$ cat src/rtl/mux_scan_pkg.sv
// mux_scan_pkg: shared states, default sizes and select-width helper for the mux scan sequencer
package mux_scan_pkg;
  typedef enum logic [1:0] {IDLE, SETTLE, HOLD} scan_state_t;
  localparam int WIDTH_DEF = 4;
  localparam int NCH_DEF = 4;
  localparam int SETTLE_DEF = 2;
  function automatic int clog2_min1(input int n);
    return n <= 2 ? 1 : $clog2(n);
  endfunction
endpackage

$ cat src/rtl/mux_scan_sequencer_if.sv
// mux_scan_sequencer_if: sample output port (out_valid/out_ready/out_data/out_chan) plus scan_done pulse
interface mux_scan_sequencer_if
  import mux_scan_pkg::*;
#(
  parameter int WIDTH = WIDTH_DEF,
  parameter int CH_W = clog2_min1(NCH_DEF)
);
  logic out_valid;
  logic out_ready;
  logic [WIDTH-1:0] out_data;
  logic [CH_W-1:0] out_chan;
  logic scan_done;
  modport master(output out_valid, out_data, out_chan, scan_done, input out_ready);
  modport slave(input out_valid, out_data, out_chan, scan_done, output out_ready);
endinterface

$ cat src/rtl/mux_scan_next_ch.sv
// mux_scan_next_ch: first set ch_mask bit after cur with wrap; cur=NCH-1 yields the lowest set bit
module mux_scan_next_ch
  import mux_scan_pkg::*;
#(
  parameter int NCH = NCH_DEF,
  parameter int CH_W = clog2_min1(NCH)
) (
  input  logic [NCH-1:0]  ch_mask,
  input  logic [CH_W-1:0] cur,
  output logic [CH_W-1:0] nxt,
  output logic            wrapped
);
  int best;
  always_comb begin
    nxt = cur;
    best = NCH;
    for (int j = 0; j < NCH; j++) begin
      if (ch_mask[j] && ((j - int'(cur) - 1 + 2 * NCH) % NCH) < best) begin
        best = (j - int'(cur) - 1 + 2 * NCH) % NCH;
        nxt = CH_W'(j);
      end
    end
    wrapped = |ch_mask && nxt <= cur;
  end
endmodule

$ cat src/rtl/mux_scan_sequencer.sv
// mux_scan_sequencer: round-robin mux select scanner emitting (chan,data) samples; MUX_SCAN_CHANGE_ONLY_EN suppresses unchanged samples
module mux_scan_sequencer
  import mux_scan_pkg::*;
#(
  parameter int WIDTH = WIDTH_DEF,
  parameter int NCH = NCH_DEF,
  parameter int SETTLE = SETTLE_DEF,
  localparam int CH_W = clog2_min1(NCH)
) (
  input  logic                 clk,
  input  logic                 rst,
  input  logic                 en,
  input  logic [NCH-1:0]       ch_mask,
  output logic [CH_W-1:0]      sel,
  input  logic [WIDTH-1:0]     y,
  mux_scan_sequencer_if.master o
);
  scan_state_t state, state_n;
  logic [3:0] cnt, cnt_n;
  logic [CH_W-1:0] sel_n, chan_q, chan_n, cur, nxt;
  logic [WIDTH-1:0] data_q, data_n;
  logic valid_q, valid_n, done_q, done_n, wrapped, skip, capture, advance;
  assign cur = state == IDLE ? CH_W'(NCH - 1) : sel;
  mux_scan_next_ch #(.NCH(NCH), .CH_W(CH_W)) u_next (
    .ch_mask(ch_mask),
    .cur(cur),
    .nxt(nxt),
    .wrapped(wrapped)
  );
  assign capture = state == mux_scan_pkg::SETTLE && cnt == '0;
`ifdef MUX_SCAN_CHANGE_ONLY_EN
  logic [WIDTH-1:0] last [NCH];
  logic [NCH-1:0] seen;
  assign skip = seen[sel] && y == last[sel];
  always_ff @(posedge clk) begin
    if (rst) begin
      seen <= '0;
      for (int i = 0; i < NCH; i++) last[i] <= '0;
    end else if (capture && !skip) begin
      seen[sel] <= 1'b1;
      last[sel] <= y;
    end
  end
`else
  assign skip = 1'b0;
`endif
  assign advance = (state == HOLD && valid_q && o.out_ready) || (capture && skip);
  always_comb begin
    state_n = state;
    cnt_n = cnt;
    sel_n = sel;
    valid_n = valid_q;
    data_n = data_q;
    chan_n = chan_q;
    done_n = 1'b0;
    if (state == IDLE && en && |ch_mask) begin
      sel_n = nxt;
      cnt_n = 4'(SETTLE - 1);
      state_n = mux_scan_pkg::SETTLE;
    end else if (state == mux_scan_pkg::SETTLE && cnt != '0) begin
      cnt_n = cnt - 4'd1;
    end else if (capture && !skip) begin
      data_n = y;
      chan_n = sel;
      valid_n = 1'b1;
      state_n = HOLD;
    end
    if (advance) begin
      valid_n = 1'b0;
      done_n = wrapped;
      sel_n = en && |ch_mask ? nxt : sel;
      cnt_n = en && |ch_mask ? 4'(SETTLE - 1) : cnt;
      state_n = en && |ch_mask ? mux_scan_pkg::SETTLE : IDLE;
    end
  end
  always_ff @(posedge clk) begin
    if (rst) begin
      state <= IDLE;
      cnt <= '0;
      sel <= '0;
      valid_q <= 1'b0;
      data_q <= '0;
      chan_q <= '0;
      done_q <= 1'b0;
    end else begin
      state <= state_n;
      cnt <= cnt_n;
      sel <= sel_n;
      valid_q <= valid_n;
      data_q <= data_n;
      chan_q <= chan_n;
      done_q <= done_n;
    end
  end
  assign o.out_valid = valid_q;
  assign o.out_data = data_q;
  assign o.out_chan = chan_q;
  assign o.scan_done = done_q;
endmodule

$ cat src/flat_wrapper.sv
// flat-port wrapper written by rule: the top's interface ports become plain ports
module mux_scan_sequencer_flat import mux_scan_pkg::*;
#(
  parameter int WIDTH = WIDTH_DEF,
  parameter int NCH = NCH_DEF,
  parameter int SETTLE = SETTLE_DEF,
  localparam int CH_W = clog2_min1(NCH)
)
  (clk, rst, en, ch_mask, sel, y, o_out_valid, o_out_data, o_out_chan, o_scan_done, o_out_ready);
  mux_scan_sequencer_if #(.WIDTH(WIDTH), .CH_W(2)) o_i ();
  input  logic clk;
  input  logic rst;
  input  logic en;
  input  logic [NCH-1:0] ch_mask;
  output logic [CH_W-1:0] sel;
  input  logic [WIDTH-1:0] y;
  output wire logic [$bits(o_i.out_valid)-1:0] o_out_valid;
  output wire logic [$bits(o_i.out_data)-1:0] o_out_data;
  output wire logic [$bits(o_i.out_chan)-1:0] o_out_chan;
  output wire logic [$bits(o_i.scan_done)-1:0] o_scan_done;
  input wire logic [$bits(o_i.out_ready)-1:0] o_out_ready;
  assign o_out_valid = o_i.out_valid;
  assign o_out_data = o_i.out_data;
  assign o_out_chan = o_i.out_chan;
  assign o_scan_done = o_i.scan_done;
  assign o_i.out_ready = o_out_ready;
  mux_scan_sequencer #(.WIDTH(WIDTH), .NCH(NCH), .SETTLE(SETTLE)) u_core (.clk(clk), .rst(rst), .en(en), .ch_mask(ch_mask), .sel(sel), .y(y), .o(o_i));
endmodule
$ cat config.mk
export PLATFORM = sky130hd
export DESIGN_NAME = mux_scan_sequencer_flat
export DESIGN_NICKNAME = d
export VERILOG_FILES = /design/src/rtl/mux_scan_pkg.sv /design/src/rtl/mux_scan_sequencer_if.sv /design/src/rtl/mux_scan_next_ch.sv /design/src/rtl/mux_scan_sequencer.sv /design/src/flat_wrapper.sv
export SDC_FILE = /design/constraint.sdc
export NUM_CORES = 1
export LEC_CHECK = 0
export CORE_ASPECT_RATIO = 0.9
export CORE_UTILIZATION = 50
export DETAILED_ROUTE_END_ITERATION = 10
export HOLD_SLACK_MARGIN = 0.1
export PLACE_DENSITY = 0.86
export SYNTH_ARGS = -nofsm -noshare
export SYNTH_HDL_FRONTEND = slang
export SYNTH_SLANG_ARGS = --single-unit
$ cat constraint.sdc
create_clock -name clk -period 5.12 [get_ports clk]
set_clock_uncertainty 0.05 [all_clocks]
set_input_delay 1.024 -clock clk [delete_from_list [all_inputs] [get_ports clk]]
set_output_delay 1.024 -clock clk [all_outputs]
set_load 0.02 [all_outputs]
* Word-level counts from Yosys, hierarchy flattened
Index checks and enable logic that the tools add are counted.
Cells by class: $add $sub $neg 13, $lt $le $gt $ge 5, equality and inequality tests 4, mux-type cells 20, bitwise logic cells 7, reductions and logical operators 29
Operator list (count):
- < comparator 3 x 32 -> 1 bit | 3
- two-way mux 32 bit | 3
- adder 32 x 5 -> 32 bit (second input constant) | 1
- subtractor 32 x 2 -> 32 bit (second input constant) | 1
- two-way mux 2 bit | 12
- adder 4 x 5 -> 6 bit (second input constant) | 3
- two-way mux 4 bit | 4
- logical AND 1 bit | 12
- OR reduction 2 bit | 6
- subtractor 3 x 2 -> 4 bit (second input constant) | 3
- AND reduction 2 bit | 3
- nonzero test 3 bit | 2
- subtractor 1 x 2 -> 3 bit (first input constant) | 2
- subtractor 2 x 2 -> 3 bit (first input constant) | 2
- AND 1 bit | 4
- zero test 4 bit | 1
- < comparator 3 x 4 -> 1 bit (second input constant) | 1
- nonzero test 4 bit | 1
- OR reduction 4 bit | 1
- subtractor 4 x 1 -> 4 bit (second input constant) | 1
- inequality test 3 x 1 -> 1 bit (second input constant) | 1
- inverter 1 bit | 3
- AND reduction 3 bit | 1
- == test 2 x 1 -> 1 bit (second input constant) | 1
- other kinds (6) | 6
Word-level totals: register bits after elaboration 16, input port bits 12, output and inout port bits 10, logic and storage cells 85

* Depth between registers and ports, before layout
depth in word-level cells 21, gate-level depth with buffers 24, mapped depth without buffers 23

* By module
From an unflattened synthesis, not the netlist that was laid out.
Unflattened totals: cells, all modules 130, area, all modules 1151.1 um^2
By module, submodules not included:
- mux_scan_sequencer | times used 1, cells an instance 75, area each 745.7 um^2
- mux_scan_next_ch | times used 1, cells an instance 55, area each 405.4 um^2

* Worst setup path after synthesis
No wires, ideal clock.
kind reg-to-reg, start register u_core.state[1], end register u_core.done_q, in the netlist u_core.o.scan_done, setup time 0.096 ns, data arrival time 3.859 ns, data required time 4.974 ns, path slack 1.115 ns, cell stages (with the launch flop) 23, path through dfxtp_1 -> buf_4 -> o21bai_1 -> inv_1 -> ha_1 -> or2_2 -> inv_1 -> ha_1 -> nor4b_2 -> o21ai_4 -> o31ai_4 -> nor2_1 -> a21oi_1 -> ha_1 -> nand3_1 -> a21o_1 -> o211ai_1 -> nand2_1 -> ha_1 -> nor2b_1 -> o21ai_0 -> nand2_1 -> nor4b_1
Between the ends: longest elaborated chain between the ends 21
RTL lines:
- from (decl) | line mux_scan_sequencer.sv:18 | scan_state_t state, state_n;
- from (signal assigned) | line mux_scan_sequencer.sv:86 | state <= state_n;
- zero test 2 bit * | line mux_scan_sequencer.sv:23 | assign cur = state == IDLE ? CH_W'(NCH - 1) : sel;
- two-way mux 2 bit * | line mux_scan_sequencer.sv:23
- subtractor 1 x 2 -> 3 bit | line mux_scan_next_ch.sv:18, mux_scan_next_ch.sv:19
- subtractor 32 x 2 -> 32 bit | line mux_scan_next_ch.sv:19 | best = (j - int'(cur) - 1 + 2 * NCH) % NCH;
- adder 32 x 5 -> 32 bit | line mux_scan_next_ch.sv:19
- OR reduction 2 bit (no source line)
- AND 1 bit (no source line)
- < comparator 3 x 4 -> 1 bit | line mux_scan_next_ch.sv:18 | if (ch_mask[j] && ((j - int'(cur) - 1 + 2 * NCH) % NCH) < best) begin
- [6 not listed]
- logical AND 1 bit | line mux_scan_next_ch.sv:18
- two-way mux 32 bit | line mux_scan_next_ch.sv:18
- < comparator 3 x 32 -> 1 bit | line mux_scan_next_ch.sv:18
- logical AND 1 bit | line mux_scan_next_ch.sv:18
- two-way mux 2 bit * | line mux_scan_next_ch.sv:18
- via u_core.nxt[1] | line mux_scan_sequencer.sv:20 | logic [CH_W-1:0] sel_n, chan_q, chan_n, cur, nxt;
- <= comparator 2 bit * | line mux_scan_next_ch.sv:23 | wrapped = |ch_mask && nxt <= cur;
- logical AND 1 bit * | line mux_scan_next_ch.sv:23
- to (signal assigned) | line mux_scan_sequencer.sv:92 | done_q <= done_n;
- to (decl) | line mux_scan_sequencer.sv:22 | logic valid_q, valid_n, done_q, done_n, wrapped, skip, capture, advance;
The timed path passes the listed nets; every way through them passes the cells marked *. A chain may end at the register's enable or synchronous reset.

* Final worst setup path
Ends and elaborated chain as after synthesis.

==> flow_summary.toml <==
[finish]
post_route_cells_drive_above_1_share_pct = 10.64
layout-area-overhead-vs-synth_pct = 21.45
multiInputGateArea_um2 = 676.9
ff_latch_area_um2 = 320.3
number_of_fill_cells = 158
diodes = 0
final_net_count = 164
post_layout_nonfiller_instances = 166
layout.cell_area.non_filler_um2 = 1304

[yosys]
synth.net_count = 143
synth_cell_types = 43
synthesized_instance_count = 122
syn_area_per_cell_um2 = 8.799
synth.cell_area_um2 = 1074
edff_count_synth = 0
synth.top_cells.by_area = "dfxtp_1 (30%), ha_1 (10%), mux2i_1 (6.5%), nor2_1 (4.5%), nand2_1 (3.8%)"
share_of_async_settable_or_async_resettable_flops_after_synthesis_pct = 0
synth_top_cells_by_count = "dfxtp_1 (16), nor2_1 (13), nand2_1 (11), ha_1 (9), inv_1 (9)"
ys_dominant_reg_cell = "dfxtp_1"
yosys_warnings = 0
post-synth-top-area-fraction_pct = 29.84
register_bit_total_from_synthesis = 16
synth.yosys.seq_area_share_pct = 29.84
synth.largest_area_cell = "dfxtp_1"
synth_most_common_cell = "dfxtp_1"

[sta]
fin_crit_sh_pct = 88.82
setup_violations = 0
fin_crit_ns = 4.547
worst-slew-pin-transition_ns = 0.5817
final_report_hold_violation_count = 0
final.setup.worst_slack_ns = 0.5725
rsz_0062_raised_after_global_routing = "no"
setup-tns-final_ns = 0
worst_slew_margin_rel_pct = 61.10
slew_violations = 0
maxClockFrequency_mhz = 219.9

[pwr]
p_switching_uw = 189.1
power.switching_fraction_pct = 40.44
share_clk_of_total_power_pct = 13.9
power_density_nw_per_um2 = 358.6
total_leakage_power_uw = 0.0005466
vdd_drop_max_uv = 211.7
power.combinational.fraction_pct = 54.1
fin_total_pwr_uw = 467.6
internal_power_uw = 278.5
sequentialPowerShare_pct = 32.0

[route]
drc_errors = 0
detail_route.wirelength_um = 2142
wl_per_cell_um = 12.90
drt-vias-per-instance = 5.398
dr.first_iter.drc_count = 39
dr.pass1.iters = 4
num_vias = 896
drtAntennaViolNets = 0

[worst_setup_path]
r2r_cells = 21
rrSetupSlack_ns = 0.57
worst-endpoint-required_ns = 5.26
crit_arrival_ns = 4.69
r2r-start = "u_core.state[1]"
critical-path-top-cell-by-count = "ha_1"
crit_slowest_cell = "o21bai_1"
crit_path_max_incr_delay_ns = 0.50
worst_setup_path_end_kind = "register"
crit_type = "reg -> reg"
crit_family = "compound AO/OA/AOI/OAI gates"
timing.critical_path.from = "u_core.state[1]"
critical_path.cell_chain = "o21bai_1 > inv_1 > ha_1 > or2_2 > inv_1 > ha_1 > nor4b_2 > o21ai_4 > o31ai_4 > nor2_1 > a21oi_1 > ha_1 > nand3_1 > a21o_1 > o211ai_1 > nand2_1 > ha_1 > nor2b_1 > o21ai_0 > nand2_1 > nor4b_1"
startpoint_type = "register"
worstPathBufferInverterCount = 2
critical_path.reg2reg.endpoint = "u_core.o.scan_done"
timing.critical_path.fanout_max = 9

[clock_tree]
htreeDepth = 1
numCtsBuffers = 3
clk_latency_ns = 0.29
cts_setup_buffers = 0
postCtsResizedCells = 0
cts.hold.buffers_added = 0
clkTransAtPathRegs_ns = 0.08
cts_root_buf = "clkbuf_4"
clock_path_buffers = 2
cts_tree = "done"
clock-sinks = 16

[global_route]
grt_first_pass_wirelength_um = 3650
grt_pass1_vias = 825
antenna_found_initial = 0
global_route.usage.total_pct = 21.77
grt_remaining_overflow = 0
maximum_number_of_pins_on_one_net_before_global_route_repair = 17

[place]
dpl.cell_count = 163
detailedPlace.worstSlack_ns = 0.3767
gp_congestion = 0.8616
port_buffers = 21
dp_wirelength_um = 1660
dpl-instance-area_um2 = 1281

[hold_path]
hold_path.class = "reg -> reg"
min_delay_worst_endpoint = "u_core.o.out_chan[0]"
hold-path-cell-count = 2
hold_path_startpoint = "u_core.o.out_chan[0]"

[job]
drv_cap = 0

[floorplan]
chip_height_um = 45.96
floorplan.die_area_um2 = 2337
initial_utilization_pct = 54.48
core.rowCount = 15
dieWidth_um = 50.84
ios = 22
design.core.area_um2 = 1971

[status]
status = "complete, no violations"
[sequential cells by signal, indices dropped and copies added, names as in the netlist]
name and cells:
u_core.o.out_chan 2, u_core.cnt 4, u_core.o.out_data 4, u_core.state 2
u_core.o.scan_done 1, u_core.sel 2, u_core.o.out_valid 1
[worst max path at each step]
stage	end	slack, ns	cells past startpoint
after floorplan	u_core.o.scan_done	1.12	22
after CTS	u_core.o.scan_done	0.59	21
after detailed placement	u_core.o.scan_done	0.38	19
final	u_core.o.scan_done	0.57	21
after global placement	u_core.o.scan_done	0.45	18
after global routing	u_core.o.scan_done	0.18	21
[layout by cell type, fill, tap and decap left out, drive strengths merged]
master         instances
o31ai                  2
nor3                   4
o21a                   1
ha                     9
inv                   10
nand2                 11
o221ai                 1
nor4b                  2
a2111oi                1
nor3b                  2
a211oi                 2
a31oi                  1
a21o                   1
or2                    1
xnor2                  1
nand4bb                1
clkdlybuf4s50         21
clkbuf                 3
o21bai                 1
o21ai                  5
a311oi                 1
conb                   1
nor2b                  2
o211ai                 1
nor2                  16
mux2i                  7
a21oi                  9
nand3b                 1
and3                   1
nand3                  2
a21boi                 1
dfxtp                 16
xor2                   3
[final cells by class]
class	instances	share of cell area [%]
multi-input cells	91	51.92
flip-flops and latches	16	24.57
repair buffers	21	16.12
inverters	10	3.263
well taps	25	2.399
clock buffers	3	1.727
[stage by stage]
| stage | utilization (%) | hold slack (ns) |
|---|---|---|
| detailed placement | 65.02 | 0.4376 |
| floorplan | - | 0.4176 |
| global route | 66.16 | 0.4786 |
| CTS | 66.16 | 0.4569 |
| global placement | 65.02 | 0.4261 |
| finish | 66.16 | 0.4489 |
[cells by family after synthesis]
group                      after synthesis  share of synthesized area, %
other                                    1                        0.3493
adders and majority gates                9                         10.49
DFF                                     16                         29.84
muxes                                    7                         6.527
xor gates and xnor gates                 4                         3.264
and+or+nand+nor                         43                         22.03
AOI/OAI and AO/OA                       27                         20.40
buffers and inverters                   15                         7.109
[power by group through the flow]
stage	clock network (uW)	logic [uW]	registers [uW]
after global placement	0	240	152
after floorplan	0	193	155
after global routing	75.4	284	152
after detailed placement	0	250	152
after CTS	68.1	252	150
final	65.1	253	150
[worst min-delay path, delay by kind of cell (launching register included)]
family	cells	cell delay, ns
flops	1	0.33
mux	1	0.06
simple gates	1	0.07
[layer usage]
metal | global-route usage (%) | vias to the layer above | part of all wire [%]
met3 | 6.000 | 5 | 3.4
met1 | 27.78 | 412 | 49
met2 | 34.40 | 19 | 45
met5 | 0 | - | 0
li1 | - | 460 | -
met4 | 10.00 | 0 | 1.9
(Power assumes the default switching activity.)
